`config.mk`:
```
export PLATFORM = sky130hd
export DESIGN_NAME = gba_line_streamer
export DESIGN_NICKNAME = d
export VERILOG_FILES = /design/src/rtl/gba_video_pkg.sv /design/src/rtl/gba_line_streamer.sv
export SDC_FILE = /design/constraint.sdc
export NUM_CORES = 1
export LEC_CHECK = 0
export BUFFER_PORTS_ARGS = -buffer_cell sky130_fd_sc_hd__buf_2
export CAP_MARGIN = 20
export CORE_ASPECT_RATIO = 0.9
export CORE_MARGIN = 3
export CORE_UTILIZATION = 54
export CTS_CLUSTER_SIZE = 12
export DETAILED_ROUTE_END_ITERATION = 8
export GPL_ROUTABILITY_DRIVEN = 0
export PLACE_DENSITY = 0.9
export SYNTH_ARGS = -nofsm -noshare
export SYNTH_HDL_FRONTEND = slang
export SYNTH_SLANG_ARGS = --single-unit
```
`constraint.sdc`:
```
create_clock -name clk -period 4.4 [get_ports clk]
set_input_delay 0.44 -clock clk [delete_from_list [all_inputs] [get_ports clk]]
set_output_delay 0.44 -clock clk [all_outputs]
set_load 0.01 [all_outputs]
```
`src/rtl/gba_video_pkg.sv`:
```
`default_nettype none
// ============================================================================
// Module   : gba_video_pkg
// Purpose  : Shared GBA video definitions: screen geometry, pixel formats,
//            streamer FSM encoding and the BGR555 -> RGB666 expansion used
//            by both the line streamer and the video output block.
// Revision : 1.0  initial release
// ============================================================================
package gba_video_pkg;

    localparam int GBA_WIDTH  = 240;
    localparam int GBA_HEIGHT = 160;

    typedef logic [14:0] bgr555_t;
    typedef logic [17:0] rgb666_t;

    typedef enum logic [1:0] {
        ST_IDLE  = 2'd0,
        ST_READ  = 2'd1,
        ST_DRAIN = 2'd2
    } streamer_state_e;

    // Each 5-bit channel widens to 6 bits by replicating its MSB into the
    // new LSB, so full scale maps to full scale without any adder.
    function automatic rgb666_t bgr555_to_rgb666(input bgr555_t c);
        return {c[4:0], c[4], c[9:5], c[9], c[14:10], c[14]};
    endfunction

endpackage
`default_nettype wire

```
`src/rtl/gba_line_streamer.sv`:
```
`default_nettype none
// ============================================================================
// Module   : gba_line_streamer
// Purpose  : Reads a finished scanline back from the PPU's double-banked
//            BGR555 line RAM and emits one RGB666 framebuffer write per pixel.
// Ports    : clk, reset          core clock, synchronous active-high reset
//            line_valid_i        one-cycle "scanline ready" pulse
//            line_num_i/bank_i   scanline index and line RAM bank
//            lb_addr_o/rdata_i   line RAM read port {bank,x}, 1-cycle latency
//            pixel_*_o           framebuffer write (data, x, y, strobe)
//            busy_o              streaming or a request is pending
//            overflow_o          sticky: a request was dropped
// Revision : 1.0  initial release
// ============================================================================
module gba_line_streamer
    import gba_video_pkg::*;
#(
    parameter int WIDTH     = GBA_WIDTH,
    parameter int HEIGHT    = GBA_HEIGHT,
    parameter int PIXEL_GAP = 0
) (
    input  logic        clk,
    input  logic        reset,
    input  logic        line_valid_i,
    input  logic [7:0]  line_num_i,
    input  logic        line_bank_i,
    output logic [8:0]  lb_addr_o,
    input  logic [14:0] lb_rdata_i,
    output logic [17:0] pixel_data_o,
    output logic [7:0]  pixel_x_o,
    output logic [7:0]  pixel_y_o,
    output logic        pixel_we_o,
    output logic        busy_o,
    output logic        overflow_o
);

    localparam int              GAP_W        = (PIXEL_GAP > 0) ? $clog2(PIXEL_GAP + 1) : 1;
    localparam logic [GAP_W-1:0] c_gap_reload = GAP_W'(PIXEL_GAP);
    localparam logic [7:0]      c_last_x     = 8'(WIDTH - 1);
    localparam logic [8:0]      c_height     = 9'(HEIGHT);

    streamer_state_e   state_q, state_d;
    logic              bank_q, bank_d;
    logic [7:0]        line_q, line_d;
    logic [8:0]        addr_q, addr_d;
    logic [GAP_W-1:0]  gap_q, gap_d;
    logic              rd_q, rd_d;          // a new address is on lb_addr_o this cycle
    logic              pend_valid_q, pend_valid_d;
    logic [7:0]        pend_line_q, pend_line_d;
    logic              pend_bank_q, pend_bank_d;
    logic              ovf_q, ovf_d;
    logic              we_q;
    logic [7:0]        pix_x_q;
    rgb666_t           pix_hold_q;

    logic              w_req;
    logic              w_start_pend;
    logic              w_start_req;
    logic [7:0]        w_start_line;
    logic              w_start_bank;
    rgb666_t           w_pix_data;

    // Requests for lines beyond the visible area (VBlank) are not requests.
    assign w_req        = line_valid_i && ({1'b0, line_num_i} < c_height);
    // A pending line always wins over a fresh request when the engine is idle.
    assign w_start_pend = (state_q == ST_IDLE) && pend_valid_q;
    assign w_start_req  = (state_q == ST_IDLE) && !pend_valid_q && w_req;
    assign w_start_line = pend_valid_q ? pend_line_q : line_num_i;
    assign w_start_bank = pend_valid_q ? pend_bank_q : line_bank_i;

    always_comb begin
        state_d      = state_q;
        bank_d       = bank_q;
        line_d       = line_q;
        addr_d       = addr_q;
        gap_d        = gap_q;
        rd_d         = 1'b0;
        pend_valid_d = pend_valid_q;
        pend_line_d  = pend_line_q;
        pend_bank_d  = pend_bank_q;
        ovf_d        = ovf_q;

        case (state_q)
            ST_IDLE: begin
                if (w_start_pend || w_start_req) begin
                    state_d = ST_READ;
                    bank_d  = w_start_bank;
                    line_d  = w_start_line;
                    addr_d  = {w_start_bank, 8'd0};
                    rd_d    = 1'b1;
                    gap_d   = c_gap_reload;
                end
            end
            ST_READ: begin
                if (addr_q[7:0] == c_last_x) begin
                    state_d = ST_DRAIN;
                end else if (gap_q == '0) begin
                    addr_d = {bank_q, addr_q[7:0] + 8'd1};
                    rd_d   = 1'b1;
                    gap_d  = c_gap_reload;
                end else begin
                    gap_d = gap_q - GAP_W'(1);
                end
            end
            ST_DRAIN: begin
                state_d = ST_IDLE;
            end
            default: begin
                state_d = ST_IDLE;
            end
        endcase

        // Pending slot: a slot being consumed this cycle counts as free.
        if (w_start_pend) begin
            pend_valid_d = 1'b0;
        end
        if (w_req && !w_start_req) begin
            if (!pend_valid_q || w_start_pend) begin
                pend_valid_d = 1'b1;
                pend_line_d  = line_num_i;
                pend_bank_d  = line_bank_i;
            end else begin
                ovf_d = 1'b1;
            end
        end
    end

    // Read data arrives the cycle after its address, which is exactly when
    // the registered strobe for that read is high, so the colour is taken
    // straight from the RAM and held afterwards.
    assign w_pix_data = we_q ? bgr555_to_rgb666(lb_rdata_i) : pix_hold_q;

    always_ff @(posedge clk) begin
        if (reset) begin
            state_q      <= ST_IDLE;
            bank_q       <= 1'b0;
            line_q       <= 8'd0;
            addr_q       <= 9'd0;
            gap_q        <= '0;
            rd_q         <= 1'b0;
            pend_valid_q <= 1'b0;
            pend_line_q  <= 8'd0;
            pend_bank_q  <= 1'b0;
            ovf_q        <= 1'b0;
            we_q         <= 1'b0;
            pix_x_q      <= 8'd0;
            pix_hold_q   <= '0;
        end else begin
            state_q      <= state_d;
            bank_q       <= bank_d;
            line_q       <= line_d;
            addr_q       <= addr_d;
            gap_q        <= gap_d;
            rd_q         <= rd_d;
            pend_valid_q <= pend_valid_d;
            pend_line_q  <= pend_line_d;
            pend_bank_q  <= pend_bank_d;
            ovf_q        <= ovf_d;
            we_q         <= rd_q;
            if (rd_q) begin
                pix_x_q <= addr_q[7:0];
            end
            pix_hold_q   <= w_pix_data;
        end
    end

    assign lb_addr_o    = addr_q;
    assign pixel_data_o = w_pix_data;
    assign pixel_x_o    = pix_x_q;
    assign pixel_y_o    = line_q;
    assign pixel_we_o   = we_q;
    assign busy_o       = (state_q != ST_IDLE) || pend_valid_q;
    assign overflow_o   = ovf_q;

endmodule
`default_nettype wire
```
## Word-level counts from Yosys, hierarchy flattened

Cells that the tools add are included.

| operators by class | value |
|---|---|
| reductions and logical operators | 19 |
| equality and inequality tests | 6 |
| divide/modulo/power cells | 0 |
| bitwise logic cells | 1 |
| multiplexer cells | 21 |
| order comparisons | 1 |
| multipliers | 0 |
| $add $sub $neg | 2 |
| shift-type cells | 0 |

Operators with widths:

| cell | number |
|---|---|
| 2-to-1 mux 9 bit | 3 |
| 2-to-1 mux 18 bit | 1 |
| case mux 9 bit (2 select lines) | 1 |
| 2-to-1 mux 1 bit | 10 |
| adder 8 x 1 -> 8 bit (second input constant) | 1 |
| == test 8 bit (second input constant) | 1 |
| < comparator 8 bit (second input constant) | 1 |
| 2-to-1 mux 8 bit | 1 |
| AND reduction 2 bit | 4 |
| inequality test 2 bit (second input constant) | 3 |
| logical AND 1 bit | 5 |
| 2-to-1 mux 2 bit | 2 |
| case mux 1 bit (2 select lines) | 2 |
| case mux 2 bit (2 select lines) | 1 |
| AND reduction 4 bit | 1 |
| nonzero test 2 bit | 2 |
| logical OR 1 bit | 3 |
| AND reduction 3 bit | 1 |
| == test 2 x 1 -> 1 bit (second input constant) | 1 |
| zero test 1 bit | 2 |
| zero test 2 bit | 1 |
| inequality test 2 x 1 -> 1 bit (second input constant) | 1 |
| NOT 1 bit | 1 |
| subtractor 1 bit (second input constant) | 1 |

| storage, ports and cells | value |
|---|---|
| memory bits (read-only) | 0 |
| latch bits | 0 |
| output and inout bits | 46 |
| register bits | 60 |
| memory bits (writable) | 0 |
| memories | 0 |
| logic and storage cells | 63 |
| bits of input ports | 27 |

## Logic depth before layout (Yosys ltp)

| logic depth | value |
|---|---|
| word-level depth | 6 |
| depth in mapped cells | 7 |
| mapped depth without buffers | 5 |

## Worst setup path after synthesis

Ideal clock, no wire load.

| timing path | value |
|---|---|
| path kind | register to output |
| from | register we_q (netlist: pixel_we_o) |
| to | output port pixel_data_o[10] |
| data required time | 3.960 ns |
| arrival time | 1.166 ns |
| stages on the path, launching flop included | 3 |
| path buffers | 1 |
| setup slack | 2.794 ns |
| cells stage by stage | dfxtp_1 > buf_1 > mux2_1 |

| between the ends | value |
|---|---|
| cells in the longest elaborated chain, start to end | 1 |

Ends and longest elaborated chain:

| what | RTL line | RTL |
|---|---|---|
| from (decl) | gba_line_streamer.sv:52 | `logic we_q;` |
| from (signal assigned) | gba_line_streamer.sv:159 | `we_q <= rd_q;` |
| 2-to-1 mux 18 bit | gba_line_streamer.sv:131 | `assign w_pix_data = we_q ? bgr555_to_rgb666(lb_rdata_i) : pix_hold_q;` |
| to (decl) | gba_line_streamer.sv:29 | `output logic [17:0] pixel_data_o,` |

Every way passes these cells.

## Worst setup path after layout

| timing path | value |
|---|---|
| from | register we_q (netlist: pixel_we_o) |
| to | output port pixel_data_o[13] |

The elaborated chain is that of the path after synthesis.

==> flow_summary.json <==
{
  "ys_ff_latch": 59,
  "rsz0062_at_grt": "no",
  "yosysTopAreaCell": "dfxtp_1",
  "cts_tree": "done",
  "path_class": "flip-flop to output port",
  "finClkSkew_ns": 0.00733,
  "ys_top_cells_by_count": "dfxtp_1 (59), nor2_1 (32), mux2i_1 (27)",
  "grt_pass1_vias": 1963,
  "period_needed_ns": 2.19,
  "clock.fmax_mhz": 456,
  "yosysWarningCount": 0,
  "leakage_nw": 1.35,
  "synth_area_per_cell_um2": 9.78,
  "start_kind": "flip-flop",
  "first_pass_iters": 4,
  "critical_path_required_ns": 3.96,
  "final_core_util_pct": 70.0,
  "synth_area_um2": 2410,
  "slew_headroom_pct": 45.0,
  "hold_buffers": 0,
  "die_w_um": 76.4,
  "drive_gt1_share_pct": 28.6,
  "rows": 22,
  "area_growth_pct": 21.7,
  "synth_nets": 274,
  "ys_seq_area_share_pct": 49.1,
  "dp_slack_ns": 2.28,
  "crit_path_max_fanout": 22,
  "synth_flop_cell": "dfxtp_1",
  "max_cap_viol_count": 0,
  "tns_ns": 0,
  "hp-class": "input pin to flip-flop",
  "vias": 2038,
  "root_buffer": "clkbuf_8",
  "core_um2": 4180,
  "grt.overflow.total": 0,
  "drc_errors": 0,
  "diodes": 0,
  "status": "finished, final reports clean",
  "cts_resized": 0,
  "hold_viol": 0,
  "yosysMostFrequentCell": "dfxtp_1",
  "grt_max_degree": 39,
  "synth_edf_count": 0,
  "finish.net_count": 342,
  "hpwl_um": 3640,
  "async_flop_share_pct": 0,
  "grt_pass1_wl_um": 9000,
  "ant_nets": 0,
  "path_clk_slew_ns": 0.06,
  "setup_viol": 0,
  "post_cts_buffers": 0,
  "numCtsBuffers": 9,
  "drv_slew": 0,
  "synth_top_area_share_pct": 49.1,
  "die_area_um2": 5290,
  "io_buffers": 72,
  "wirelength_um": 5250,
  "peakVddDrop_mv": 0.267,
  "ios": 73,
  "fp.dieH_um": 69.3,
  "htree_levels": 3,
  "synthTopCellsByArea": "dfxtp_1 (49%), mux2i_1 (11%), mux2_1 (5.6%), nor2_1 (5.0%), and2_1 (4.9%)",
  "clockBufferDepth": 2,
  "syn-instance-count": 246,
  "setup_ws_ns": 2.21,
  "track_usage_pct": 21.0,
  "power_density_nw_per_um2": 381,
  "drt_iter0_markers": 78,
  "antenna_found_initial": 0,
  "hold_ws_ns": 0.355,
  "period_share_pct": 49.8,
  "routed_via_density": 5.39,
  "clkLatencyLatePin_ns": 0.34,
  "initial_utilization_pct": 57.5,
  "ys_types": 38,
  "cts.sinks": 59,
  "worst_setup_path_end_kind": "output port",
  "worst_pin_slew_ns": 0.824,
  "critPathArrivalTime_ns": 1.75,
  "routedWlPerCell_um": 13.9
}
==> critical path: stages (launching register included) <==
cell and delay [ns]:
dfxtp_1 0.85, mux2_1 0.41, buf_2 0.15
==> final timing paths <==
check,start,to,slack (ns),depth (start not counted)
worst max-delay path,pixel_we_o,pixel_data_o[13],2.21,2
worst min-delay path,line_num_i[1],pend_line_q[1],0.35,3
worst max register to register,pend_valid_q,pend_line_q[4],2.28,4
worst min register to register,lb_addr_o[8],lb_addr_o[8],0.48,2
==> stage by stage <==
stage | power (mW) | instance area [um2] | instances
2_1_floorplan | 0.671 | 2410 | 246
3_3_place_gp | 0.712 | 2770 | 363
3_5_place_dp | 0.718 | 2770 | 363
4_1_cts | 1.12 | 2930 | 378
5_1_grt | 1.16 | 2930 | 378
6_report | 1.12 | 2930 | 378
==> registers in the layout, indices dropped and copies added, names as in the netlist <==
register	flops
pend_line_q	8
pix_hold_q	18
lb_addr_o	9
state_q	2
bank_q	1
rd_q	1
overflow_o	1
pixel_x_o	8
pend_valid_q	1
pixel_y_o	8
pend_bank_q	1
pixel_we_o	1
==> cells by family (layout without fill, tap and decap cells) <==
family / count (synthesis) / count (layout) / share of synthesized area (%)
simple gates: 85 / 85 / 18.4
compound gates: 38 / 38 / 10.5
mux: 39 / 39 / 16.8
fa+ha+maj: 1 / 1 / 0.520
xor+xnor: 1 / 1 / 0.364
flops: 59 / 59 / 49.1
buf+inv: 23 / 95 / 4.32
==> placed cells by master (no fill, tap or decap), types with 2 or more instances in the layout <==
master	netlist	final
a211oi_1	8	8
a21oi_1	9	9
and2_1	19	19
buf_2	2	72
clkbuf_1	9	2
clkbuf_8	0	10
clkinv_2	0	3
dfxtp_1	59	59
inv_1	8	8
mux2_1	12	12
mux2i_1	27	27
nand2_1	9	9
nand3_1	6	6
nor2_1	32	32
nor2b_1	2	2
nor4_1	3	3
o211ai_1	2	2
o21ai_0	3	3
o21ai_1	9	9
or2_1	2	2
or3_1	4	4
or4_1	2	2
==> power by group <==
part | switching, mW | internal [mW]
clock network | 0.195 | 0.214
registers | 0.0203 | 0.557
logic | 0.0707 | 0.0588
==> per-layer routing <==
layer,part of all wire (%),global-route usage (%)
met5,0,0
met4,1.9,8.25
met3,6.6,8.44
met2,48,34.6
met1,43,24.3
==> final cells by class <==
class | count | area [um2]
Clock inverter | 3 | 15.0
Clock buffer | 12 | 145
Multi-Input combinational cell | 164 | 1120
Tap cell | 60 | 75.1
Inverter | 8 | 30.0
Timing Repair Buffer | 72 | 360
Sequential cell | 59 | 1180
Fill cell | 345 | 1260
(Power assumes the default switching activity.)
